==> src/rtl/flag_register_unit_if.sv <==
// ----------------------------------------------------------------------------
// flag_register_unit_if
//   Bundles the EX-stage inputs and the flag outputs of flag_register_unit.
//   master : the pipeline side. It drives the EX-stage instruction and
//            observes the flags.
//   slave  : flag_register_unit. It consumes the EX stage and drives the flags.
// Signals
//   ex_valid   EX holds a real (non-bubble) instruction
//   stall      EX instruction held, must not commit
//   flush      EX instruction squashed
//   opcode     4-bit EX opcode
//   op_a/op_b  ALU operands (pre-saturation)
//   alu_result final (saturated) ALU result
//   flag_reg   committed {N,Z,V}
//   flag_fwd   {N,Z,V} as they will be after this cycle's commit
//   flag_wr    registered pulse, one cycle after a commit with a non-zero mask
// ----------------------------------------------------------------------------
interface flag_register_unit_if #(
    parameter int DATA_W = 16
);
    logic              ex_valid;
    logic              stall;
    logic              flush;
    logic [3:0]        opcode;
    logic [DATA_W-1:0] op_a;
    logic [DATA_W-1:0] op_b;
    logic [DATA_W-1:0] alu_result;
    logic [2:0]        flag_reg;
    logic [2:0]        flag_fwd;
    logic              flag_wr;

    modport master (
        output ex_valid, stall, flush, opcode, op_a, op_b, alu_result,
        input  flag_reg, flag_fwd, flag_wr
    );

    modport slave (
        input  ex_valid, stall, flush, opcode, op_a, op_b, alu_result,
        output flag_reg, flag_fwd, flag_wr
    );
endinterface

==> src/rtl/flag_register_unit.sv <==
// ----------------------------------------------------------------------------
// flag_register_unit
//   EX-stage producer of the {N,Z,V} condition flags for the branch unit.
//   It derives N/Z/V from the ALU result and operands. It then commits them
//   selectively through a per-opcode mask, and honours stall and flush.
//   A combinational forward (flag_fwd) exposes the post-commit flags in the
//   same cycle.
// Ports
//   i_clk  clock, rising edge
//   i_rst  synchronous active-high reset, dominates all other inputs
//   bus    flag_register_unit_if.slave (EX inputs, flag outputs)
// ----------------------------------------------------------------------------
module flag_register_unit #(
    parameter int DATA_W = 16
) (
    input  logic                  i_clk,
    input  logic                  i_rst,
    flag_register_unit_if.slave   bus
);
    localparam int MSB = DATA_W - 1;

    typedef enum logic [3:0] {
        OP_ADD    = 4'b0000,
        OP_SUB    = 4'b0001,
        OP_XOR    = 4'b0010,
        OP_RED    = 4'b0011,
        OP_SLL    = 4'b0100,
        OP_SRA    = 4'b0101,
        OP_ROR    = 4'b0110,
        OP_PADDSB = 4'b0111
    } opcode_e;

    // The flag triple is always ordered {N,Z,V}.
    typedef struct packed {
        logic n;
        logic z;
        logic v;
    } flags_t;

    flags_t            r_flag;
    logic              r_wr;

    flags_t            w_mask;
    flags_t            w_new;
    flags_t            w_merged;
    logic              w_commit;
    logic [DATA_W-1:0] w_sum;
    logic [DATA_W-1:0] w_diff;
    logic              w_v_add;
    logic              w_v_sub;

    assign w_commit = bus.ex_valid & ~bus.stall & ~bus.flush;

    // Update mask. Opcodes with bit 3 set (mem/ctrl) fall into the default.
    always_comb begin
        w_mask = '0;
        case (bus.opcode)
            OP_ADD, OP_SUB:                 w_mask = 3'b111;
            OP_XOR, OP_SLL, OP_SRA, OP_ROR: w_mask = 3'b010;
            default:                        w_mask = 3'b000;
        endcase
    end

    // Overflow is taken from the unsaturated operation, because the result
    // port has already been clamped upstream.
    assign w_sum   = bus.op_a + bus.op_b;
    assign w_diff  = bus.op_a - bus.op_b;
    assign w_v_add = (bus.op_a[MSB] == bus.op_b[MSB]) && (w_sum[MSB]  != bus.op_a[MSB]);
    assign w_v_sub = (bus.op_a[MSB] != bus.op_b[MSB]) && (w_diff[MSB] != bus.op_a[MSB]);

    // N uses the saturated result, so it carries the true sign on overflow.
    assign w_new.n = bus.alu_result[MSB];
    assign w_new.z = (bus.alu_result == '0);
    assign w_new.v = (bus.opcode == OP_SUB) ? w_v_sub : w_v_add;

    assign w_merged = (w_new & w_mask) | (r_flag & ~w_mask);

    always_ff @(posedge i_clk) begin
        if (i_rst) begin
            r_flag <= '0;
            r_wr   <= 1'b0;
        end else begin
            if (w_commit) begin
                r_flag <= w_merged;
            end
            r_wr <= w_commit && (w_mask != 3'b000);
        end
    end

    assign bus.flag_reg = r_flag;
    assign bus.flag_wr  = r_wr;
    // Zero-cycle path. It depends only on the current commit, not on flag_wr.
    assign bus.flag_fwd = w_commit ? w_merged : r_flag;
endmodule

==> src/flat_wrapper.sv <==
// flat-port wrapper written by rule: the top's interface ports become plain ports
module flag_register_unit_flat 
#(
    parameter int DATA_W = 16
)
  (i_clk, i_rst, bus_ex_valid, bus_stall, bus_flush, bus_opcode, bus_op_a, bus_op_b, bus_alu_result, bus_flag_reg, bus_flag_fwd, bus_flag_wr);
  flag_register_unit_if #(.DATA_W(DATA_W)) bus_i ();
  input  logic i_clk;
  input  logic i_rst;
  input wire logic [$bits(bus_i.ex_valid)-1:0] bus_ex_valid;
  input wire logic [$bits(bus_i.stall)-1:0] bus_stall;
  input wire logic [$bits(bus_i.flush)-1:0] bus_flush;
  input wire logic [$bits(bus_i.opcode)-1:0] bus_opcode;
  input wire logic [$bits(bus_i.op_a)-1:0] bus_op_a;
  input wire logic [$bits(bus_i.op_b)-1:0] bus_op_b;
  input wire logic [$bits(bus_i.alu_result)-1:0] bus_alu_result;
  output wire logic [$bits(bus_i.flag_reg)-1:0] bus_flag_reg;
  output wire logic [$bits(bus_i.flag_fwd)-1:0] bus_flag_fwd;
  output wire logic [$bits(bus_i.flag_wr)-1:0] bus_flag_wr;
  assign bus_i.ex_valid = bus_ex_valid;
  assign bus_i.stall = bus_stall;
  assign bus_i.flush = bus_flush;
  assign bus_i.opcode = bus_opcode;
  assign bus_i.op_a = bus_op_a;
  assign bus_i.op_b = bus_op_b;
  assign bus_i.alu_result = bus_alu_result;
  assign bus_flag_reg = bus_i.flag_reg;
  assign bus_flag_fwd = bus_i.flag_fwd;
  assign bus_flag_wr = bus_i.flag_wr;
  flag_register_unit #(.DATA_W(DATA_W)) u_core (.i_clk(i_clk), .i_rst(i_rst), .bus(bus_i));
endmodule
==> config.mk <==
export PLATFORM = sky130hd
export DESIGN_NAME = flag_register_unit_flat
export DESIGN_NICKNAME = d
export VERILOG_FILES = /design/src/rtl/flag_register_unit_if.sv /design/src/rtl/flag_register_unit.sv /design/src/flat_wrapper.sv
export SDC_FILE = /design/constraint.sdc
export NUM_CORES = 1
export LEC_CHECK = 0
export CORE_MARGIN = 2
export CORE_UTILIZATION = 38
export DETAILED_ROUTE_END_ITERATION = 16
export PLACE_DENSITY_LB_ADDON = 0.3
export SLEW_MARGIN = 10
export SYNTH_ARGS = -nofsm -noshare
export SYNTH_HDL_FRONTEND = slang
export SYNTH_SLANG_ARGS = --single-unit
==> constraint.sdc <==
create_clock -name i_clk -period 3.24 [get_ports i_clk]
set_input_delay 0.486 -clock i_clk [delete_from_list [all_inputs] [get_ports i_clk]]
set_output_delay 0.486 -clock i_clk [all_outputs]
set_load 0.1 [all_outputs]
==> metrics.txt, run 1 <==
status finished with violations; failing checks setup timing; number of nets with antenna violations after routing 0; Setup CP Type input port to output port; Seq cells post-synth 4; post-synth top area cell ha_1; layout cell share with drive strength beyond 1 0.203; Slew Limit Headroom 0.335; Die Y 53.2 µm; diode count 0; Synth Area per Inst 7.66 µm²; Final Critical Period 3.29 ns; CTS clk-pin slew, worst paths 0.04 ns; post-synthesis adder-cell area fraction 0.381; Initial DRC Count 19; post-synthesis sequential area ratio 0.0871; largest net degree at the start of global routing 7; # IOs 64; Max VDD drop 174 µV; ys flop type dfxtp_1; GRT Total Usage 0.206; worst r2r src u_core.bus.flag_reg[0]$_SDFF_PP0_; root buf cell clkbuf_4; Final Hold Vio Count 0; cells after synthesis 120; Synth Area in XOR/XNOR 0; final clock skew 0 ns; Reg2Reg Depth 3; P_int 210 µW; R2R setup slack 2.36 ns; Comb power frac 0.648; switch share 0.351; ratio of final minimum period to clock period 1.02; worst-margin pin slew 0.994 ns; Reg power frac 0.154; WL/cell 15.2 µm; mux cell area share after synthesis 0.0272; CP Max Fanout 4; Syn. warnings 0; Inst Count DP 214; total leakage power 0.000823 µW; die area around 0.0028 mm²; top area cells in the synthesized netlist ha_1, dfxtp_1, inv_1, a21oi_1, nor4_1; total congestion overflow 0; Final Max Tran Viols 0; Max clock buf depth 2; first-pass GRT wire length 4.37 mm; later-pin clock latency in the skew report 0.24 ns; EDFF count, synth 0; Total Wirelength 3.35 mm; asr flop ratio synth 0; CP Capture Point bus_flag_fwd[0]; CP startpoint bus_op_a[10]; CTS tree built; end-of-flow core utilization 0.827; Place WS -0.160 ns; Layout area overhead 103%; critical path endpoint category output port; DP Area approximately 0.0016 mm²; Initial Util 0.408; CP arrival 2.80 ns; P_sw 114 µW; routed vias between 1000 and 1500; cell area after synthesis 920 µm²; Clk pwr share 0.198; Sink Count 4; Achievable Freq 304 MHz; HP Class flip-flop to flip-flop; initial antenna violation count 0; H-Tree Depth 1; Post-DP HPWL 2.36 mm; total CTS buffers 3; PnR worst setup slack -0.0489 ns; Vias/cell 5.44; max FFs per register 3; DRC viols 0; FF-to-FF End u_core.bus.flag_reg[0]$_SDFF_PP0_; syn nets between 200 and 250; Cell variety after synth 28; Finished Layout Cells between 200 and 250; share of the synthesized area in the top cell type 0.381; vias in the first global route approximately 1200; final instance area 0.00186 mm²; Max Cap Violations 0; Synth Area in Simple Gates 0.205; critical path launch point type input port; PortBufs 63; row cnt 17; Hold Slack 0.649 ns; Compound-Gate Fraction of Synth Area 0.214; power per cell area between 150 and 200 mW/mm²; fin nets 279; CP required 2.75 ns; DR pass1 iterations 4; Setup Viol. Count Final 1; largest family of logic cells by synthesized area adder cells; GPL Wtd Cong 0.828; core area 0.00225 mm²; Die Width 53.2 µm
## synth_stat cells (all sizes together), types with 3 or more instances
| cell type | number |
|---|---|
| dfxtp | 4 |
| inv | 21 |
| a21oi | 15 |
| nand2 | 9 |
| nor4 | 7 |
| o21ai | 7 |
| ha | 28 |
| nor2b | 3 |
| nor2 | 4 |
## cell families after synthesis
family | after synthesis
and+or+nand+nor | 33
AOI/OAI and AO/OA | 32
adders and majority gates | 28
buffers and inverters | 21
DFF | 4
muxes | 2
## through the flow
| stage | total power [µW] | setup TNS (ns) |
|---|---|---|
| after floorplan | 119 | -0.252 |
| after global placement | 210 | -0.0284 |
| after detailed placement | 217 | -0.160 |
| after CTS | 292 | 0 |
| after global routing | 342 | -0.110 |
| final | 323 | -0.0489 |
## layout by cell type (no fill, tap or decap), types with 2 or more instances in the layout
master	instances
clkdlybuf4s50_1	58
ha_1	20
inv_1	18
a21oi_1	13
nand2_1	9
ha_4	8
nor4_1	6
o21ai_1	6
buf_4	6
nor2_1	4
dfxtp_1	4
inv_2	3
nor2b_1	3
clkbuf_4	3
nand4_1	2
o21bai_1	2
a21oi_2	2
dlymetal6s2s_1	2
buf_12	2
## power groups by stage
stage	Sequential, µW	Clock (µW)	Combinational [µW]
finish	49.9	63.9	209
global route	49.9	66.1	226
CTS	49.9	66.6	175
detailed placement	50.7	0	166
global placement	50.7	0	159
floorplan	53.0	0	65.8
## what timing repair did
| action | in CTS | in global routing |
|---|---|---|
| resized for setup | 6 | 24 |
| pin swaps | 4 | 8 |
| hold buffers | 0 | 0 |
| hold endpoints to repair | 0 | 0 |
| setup buffers | 1 | 2 |
| setup endpoints to repair | 1 | 1 |
## cell type report
cell class                 instances  area [µm²]
multi-input combinational         95         932
timing repair buffer              69         716
fill                             145         390
sequential                         4        80.1
inverter                          21        78.8
tap                               28        35.0
clock buffer                       3        22.5
## per-layer routing
layer	global-route usage	vias up	share of wire
met2	0.429	69	0.56
met4	0.0641	0	0.019
met3	0.0395	8	0.076
met5	0	-	0
li1	-	576	-
met1	0.194	544	0.34
## critical path, cell delays in order
cell	delay, ns
clkdlybuf4s50_1	0.52
ha_4	0.22
buf_4	0.15
nor4_1	0.38
nand2_1	0.10
o21ai_1	0.24
mux2i_2	0.36
o311ai_4	0.12
clkbuf_16	0.22
## how the worst min path moves through the flow
stage | start | to | slack [ns] | cells after the start
finish | u_core.bus.flag_reg[1]$_SDFF_PP0_ | u_core.bus.flag_reg[1]$_SDFF_PP0_ | 0.65 | 3
global route | u_core.bus.flag_reg[1]$_SDFF_PP0_ | u_core.bus.flag_reg[1]$_SDFF_PP0_ | 0.70 | 3
CTS | u_core.bus.flag_reg[0]$_SDFF_PP0_ | u_core.bus.flag_reg[0]$_SDFF_PP0_ | 0.65 | 3
detailed placement | u_core.bus.flag_reg[0]$_SDFF_PP0_ | u_core.bus.flag_reg[0]$_SDFF_PP0_ | 0.64 | 3
global placement | u_core.bus.flag_reg[2]$_SDFF_PP0_ | u_core.bus.flag_reg[2]$_SDFF_PP0_ | 0.62 | 2
floorplan | i_rst | u_core.bus.flag_reg[1]$_SDFF_PP0_ | 0.56 | 1
Note: power is estimated with default switching activity, not from simulation.
==> inputs of run 2 (changes only) <==
--- a/config.mk
+++ b/config.mk
@@ -6,7 +6,7 @@
 export NUM_CORES = 1
 export LEC_CHECK = 0
 export CORE_MARGIN = 2
-export CORE_UTILIZATION = 38
+export CORE_UTILIZATION = 34
 export DETAILED_ROUTE_END_ITERATION = 16
 export PLACE_DENSITY_LB_ADDON = 0.3
 export SLEW_MARGIN = 10
==> run 2 against run 1 <==
The flow now finishes without violations. Utilization shrank 6.4 points. Die area grew 11%. Largest cell class unchanged. First-iteration DRC count shrank 68%. Clock power grew 4.9%. Non-clock buffer count grew 2. Global-route usage shrank 2.1 points. Flip-flop and latch count is the same. Critical path depth is the same. Total power grew 2.3%.
==> metrics.txt, run 2 (same netlist as run 1, synthesis figures left out) <==
status complete, no violations; Finished Layout Cells 224 (+1.8%); Comb power frac 0.647 (about the same); critical path launch point type input port; Initial Util 0.365 (-0.0433); CP required 2.75 ns (about the same); Layout area overhead 109%; Die Y 56.0 µm (+5.3%); Final Hold Vio Count 0 (unchanged); P_sw 116 µW (+2.3%); total CTS buffers 3 (unchanged); root buf cell clkbuf_4; later-pin clock latency in the skew report 0.25 ns (about the same); Clk pwr share 0.203 (+0.005); H-Tree Depth 1 (unchanged); Total Wirelength 3.02 mm (-9.8%); vias in the first global route 1243 (+7.1%); Achievable Freq 318 MHz (+4.7%); number of nets with antenna violations after routing 0 (unchanged); filler cell count 177 (+22%); Max clock buf depth 2 (unchanged); GRT Total Usage 0.184 (-0.0211); Place WS -0.105 ns (+0.0544 ns); total leakage power 0.000866 µW (+5.3%); DRC viols 0 (unchanged); final clock skew 0 ns (unchanged); WL/cell 13.5 µm (-11%); Setup Fix Bufs, Post-CTS 0 (-1); core area 0.00252 mm² (+12%); max FFs per register 3 (unchanged); total congestion overflow 0 (unchanged); DR pass1 iterations 4 (unchanged); first-pass GRT wire length 4.77 mm (+9.0%); Reg power frac 0.151 (-0.003); multi-input logic area 962 µm² (+3.2%); layout cell share with drive strength beyond 1 0.263 (+0.0598); row cnt 18 (+1); CTS clk-pin slew, worst paths 0.04 ns (about the same); PortBufs 63 (unchanged); largest net degree at the start of global routing 7 (unchanged); Initial DRC Count 6 (-13); P_int 214 µW (+2.3%); die area 0.00314 mm² (+11%); PnR worst setup slack 0.0986 ns (+0.147 ns); Setup CP Type input port to output port; Post-DP HPWL 2.38 mm (+0.74%); initial antenna violation count 0 (unchanged); switch share 0.351 (about the same); Die Width 56.0 µm (+5.3%); Sink Count 4 (unchanged); # IOs 64 (unchanged); commonest cells after routing, fill and taps aside clkdlybuf4s50_1, ha_1, inv_1; CTS tree built; Vias/cell 5.15 (-5.4%); Inst Count DP 221 (+3.3%); area taken by flip-flops and latches 80.1 µm² (unchanged); CP arrival 2.66 ns (-0.14 ns); most common cell after layout, fill and taps aside clkdlybuf4s50_1; GPL Wtd Cong 0.758 (-8.5%); fin nets 281 (+0.72%); Final Critical Period 3.14 ns (-0.147 ns); routed vias 1153 (-3.7%); ratio of final minimum period to clock period 0.970 (-0.0455); HP Class flip-flop to flip-flop; diode count 0 (unchanged); Setup Viol. Count Final 0 (-1); power per cell area 172 mW/mm² (-0.80%); Max Cap Violations 0 (unchanged); worst-margin pin slew 0.980 ns (-0.0147 ns); Slew Limit Headroom 0.345 (+0.00983); Max VDD drop 159 µV (-8.7%); CP Max Fanout 4 (unchanged); Final Max Tran Viols 0 (unchanged); critical path endpoint category output port
## run 2: per-layer routing
| layer | track usage | up-vias | wire length [µm] |
|---|---|---|---|
| met5 | 0 | - | 0 |
| met4 | 0.0782 | 0 | 61 |
| met3 | 0.0442 | 6 | 237 |
| met2 | 0.350 | 52 | 1600 |
| met1 | 0.189 | 523 | 1120 |
| li1 | - | 572 | - |
## run 2: metrics by stage
stage                util  TNS [ns]  cell area, µm²  power, µW  hold WS [ns]
finish              0.762         0            1920        331         0.650
global route        0.762   -0.0290            1920        356         0.670
CTS                 0.696         0            1760        302         0.644
detailed placement  0.668    -0.105            1690        224         0.636
global placement    0.668         0            1690        216         0.607
floorplan               -    -0.252             927        119         0.558
## run 2: critical path, stage by stage
cell and delay (ns):
clkdlybuf4s50_1 0.48, inv_1 0.05, ha_1 0.37, nand4_1 0.15
o41ai_2 0.42, and3b_1 0.23, o21ai_2 0.08, o311ai_2 0.11
clkbuf_16 0.27
## run 2: path summary, 6_finish.rpt
| path | startpoint | end | slack (ns) | cells past startpoint |
|---|---|---|---|---|
| setup / recovery | bus_op_b[9] | bus_flag_fwd[0] | 0.1 | 9 |
| hold reg to reg | u_core.bus.flag_reg[0]$_SDFF_PP0_ | u_core.bus.flag_reg[0]$_SDFF_PP0_ | 0.65 | 3 |
| setup reg to reg | u_core.bus.flag_reg[0]$_SDFF_PP0_ | u_core.bus.flag_reg[0]$_SDFF_PP0_ | 2.40 | 3 |
| hold / removal | u_core.bus.flag_reg[0]$_SDFF_PP0_ | u_core.bus.flag_reg[0]$_SDFF_PP0_ | 0.65 | 3 |
## run 2: area by class of cell
class | instances | area share
Timing Repair Buffer | 71 | 0.386
Tap cell | 30 | 0.0195
Clock buffer | 3 | 0.0117
Multi-Input combinational cell | 95 | 0.500
Inverter | 21 | 0.0410
Sequential cell | 4 | 0.0416
## run 2: power by group through the flow
stage	clock network, µW	logic (µW)	registers, µW
floorplan	0	65.8	53.0
global placement	0	165	50.7
detailed placement	0	173	50.7
CTS	68.2	184	49.9
global route	72.5	234	49.9
finish	67.0	214	49.9
## run 2: what timing repair did
action,in CTS,in global routing
cloned,0,0
hold buffers,0,0
setup endpoints to repair,1,1
pin swaps,4,13
gates resized for setup,9,35
==> inputs of run 3 (changes only) <==
--- a/config.mk
+++ b/config.mk
@@ -7,7 +7,9 @@
 export LEC_CHECK = 0
 export CORE_MARGIN = 2
 export CORE_UTILIZATION = 34
+export CTS_BUF_LIST = sky130_fd_sc_hd__clkbuf_8 sky130_fd_sc_hd__clkbuf_16
 export DETAILED_ROUTE_END_ITERATION = 16
+export MAX_ROUTING_LAYER = met4
 export PLACE_DENSITY_LB_ADDON = 0.3
 export SLEW_MARGIN = 10
 export SYNTH_ARGS = -nofsm -noshare
==> constraint.sdc (replaced) <==
create_clock -name i_clk -period 3.24 [get_ports i_clk]
set_input_delay 0.486 -clock i_clk [delete_from_list [all_inputs] [get_ports i_clk]]
set_output_delay 0.486 -clock i_clk [all_outputs]
set_load 0.005 [all_outputs]
==> run 3 against run 2 <==
Sequential share of layout area grew 0.31 points. Via count unchanged. Total power increased by 1.6%. First-iteration DRC count grew to 3.3 times the previous value. Highest routed layer unchanged. Sequential power hardly changed. Die area stayed put. Flip-flop and latch count is the same. Largest power group unchanged. Hold slack lost 0.044 ns. Critical path depth is 2 higher. Critical path type unchanged.
==> metrics.txt, run 3 (same netlist as run 1, synthesis figures left out) <==
first-pass GRT wire length 4.57 mm (-4.0%); WP buf/inv 4 (+1); HP Class flip-flop to flip-flop; CTS tree built; core area 0.00252 mm² (unchanged); Achievable Freq 325 MHz (+2.2%); worst-margin pin slew 0.338 ns (-0.642 ns); Max clock buf depth 2 (unchanged); Die Width 56.0 µm (unchanged); DR pass1 iterations 4 (unchanged); CP delay by family, top compound AO/OA/AOI/OAI gates; Initial DRC Count 20 (+14); Worst Hold Launch u_core.bus.flag_reg[0]$_SDFF_PP0_; number of nets with antenna violations after routing 0 (unchanged); CP Capture Point bus_flag_fwd[0]; PortBufs 63 (unchanged); final clock skew 0 ns (unchanged); Final Max Tran Viols 0 (unchanged); Max Cap Violations 0 (unchanged); power per cell area 188 mW/mm² (+9.2%); root buf cell clkbuf_8; Slew Limit Headroom 0.773 (+0.428); critical path launch point type input port; total leakage power 0.000834 µW (-3.7%); GRT Total Usage 0.178 (-0.00620); worst r2r src u_core.bus.flag_reg[2]$_SDFF_PP0_; CP Max Fanout 2 (-2); unrepaired setup endpoints after global routing no; WL/cell 11.9 µm (-12%); R2R setup slack 2.42 ns (+0.02 ns); Sink Count 4 (unchanged); layout cell share with drive strength beyond 1 0.155 (-0.108); Setup CP Type input port to output port; Final Critical Period 3.07 ns (-0.0675 ns); CP required 2.75 ns (about the same); Total Wirelength 2.74 mm (-9.2%); Setup Viol. Count Final 0 (unchanged); largest net degree at the start of global routing 7 (unchanged); Reg2Reg Depth 2 (-1); Post-DP HPWL 2.33 mm (-2.1%); total congestion overflow 0 (unchanged); DP Area 0.00169 mm² (unchanged); GPL Wtd Cong 0.879 (+16%); total CTS buffers 3 (unchanged); critical path endpoint category output port; CP Cell Sequence clkdlybuf4s50_1 -> inv_1 -> ha_4 -> inv_1 -> a21oi_2 -> o31ai_1 -> a221oi_1 -> o21ai_1 -> mux2i_1 -> o311ai_1 -> buf_2; routed vias 1153 (unchanged); Final Hold Vio Count 0 (unchanged); CP startpoint bus_op_b[8]; DRC viols 0 (unchanged); most common cell after layout, fill and taps aside clkdlybuf4s50_1; die area 0.00314 mm² (unchanged); final instance area 0.00179 mm² (-7.0%); FF-to-FF End u_core.bus.flag_reg[2]$_SDFF_PP0_; max FFs per register 3 (unchanged); Crit-path slowest cell clkdlybuf4s50_1; vias in the first global route 1194 (-3.9%); later-pin clock latency in the skew report 0.22 ns (-0.03 ns); CP arrival 2.59 ns (-0.07 ns); total power 336 µW (+1.6%); initial antenna violation count 0 (unchanged); Worst path depth 11 (+2); Place WS -0.482 ns (-0.377 ns); Max VDD drop 329 µV (+110%); PnR worst setup slack 0.166 ns (+0.0675 ns); most frequent CP cell inv_1; Die Y 56.0 µm (unchanged); H-Tree Depth 1 (unchanged); fin nets 287 (+2.1%); Setup TNS Final 0 ns (unchanged); hold buffers post-CTS 0 (unchanged); end-of-flow core utilization 0.709 (-0.0531); status complete, no violations; ratio of final minimum period to clock period 0.949 (-0.0208); Initial Util 0.365 (unchanged); max incr delay on CP 0.48 ns (about the same); commonest cells after routing, fill and taps aside clkdlybuf4s50_1, ha_1, inv_1; CTS clk-pin slew, worst paths 0.03 ns (about the same); Vias/cell 5.01 (-2.6%); row cnt 18 (unchanged); diode count 0 (unchanged); Layout area overhead 94.6%; # IOs 64 (unchanged)
[run 3: power by group]
part	switching (µW)	leakage (µW)	total [µW]	internal [µW]
registers	0.134	0.0000322	50.1	49.9
logic	70.0	0.000780	182	112
clock network	24.2	0.0000216	103	79.1
total	94.4	0.000834	336	241
[run 3: layout make-up]
cell class	count	area, µm²
Sequential cell	4	80.1
Timing Repair Buffer	77	733
Inverter	21	78.8
Tap cell	30	37.5
Clock buffer	3	41.3
Fill cell	214	733
Multi-Input combinational cell	95	818
[run 3: worst min path at each step]
stage | endpoint | slack, ns | cells after the start
floorplan | u_core.bus.flag_reg[1]$_SDFF_PP0_ | 0.56 | 1
global placement | u_core.bus.flag_reg[0]$_SDFF_PP0_ | 0.58 | 3
detailed placement | u_core.bus.flag_reg[0]$_SDFF_PP0_ | 0.60 | 3
CTS | u_core.bus.flag_reg[0]$_SDFF_PP0_ | 0.61 | 3
global route | u_core.bus.flag_reg[0]$_SDFF_PP0_ | 0.66 | 3
finish | u_core.bus.flag_reg[0]$_SDFF_PP0_ | 0.61 | 3
[run 3: timing repair]
item | CTS | global route
setup endpoints to repair | 1 | 2
gates resized for setup | 9 | 7
pin swaps | 1 | 5
cloned | 0 | 0
setup buffers | 0 | 1
[run 3: worst register-to-register path, delay by kind of cell (launching register included)]
kind / cells / cell delay [ns]
and+or+nand+nor: 1 / 0.13
muxes: 1 / 0.26
DFF: 1 / 0.31
[run 3: through the flow]
step,cells,hold slack [ns]
3_3_place_gp,226,0.582
2_1_floorplan,120,0.558
5_1_grt,230,0.658
3_5_place_dp,226,0.597
4_1_cts,229,0.611
6_report,230,0.606
[run 3: per-layer routing]
layer | vias up | GRT usage | wire (µm)
li1 | 589 | - | -
met1 | 516 | 0.185 | 1030
met2 | 46 | 0.358 | 1490
met3 | 2 | 0.0395 | 218
met4 | 0 | 0 | 4
met5 | - | - | 0
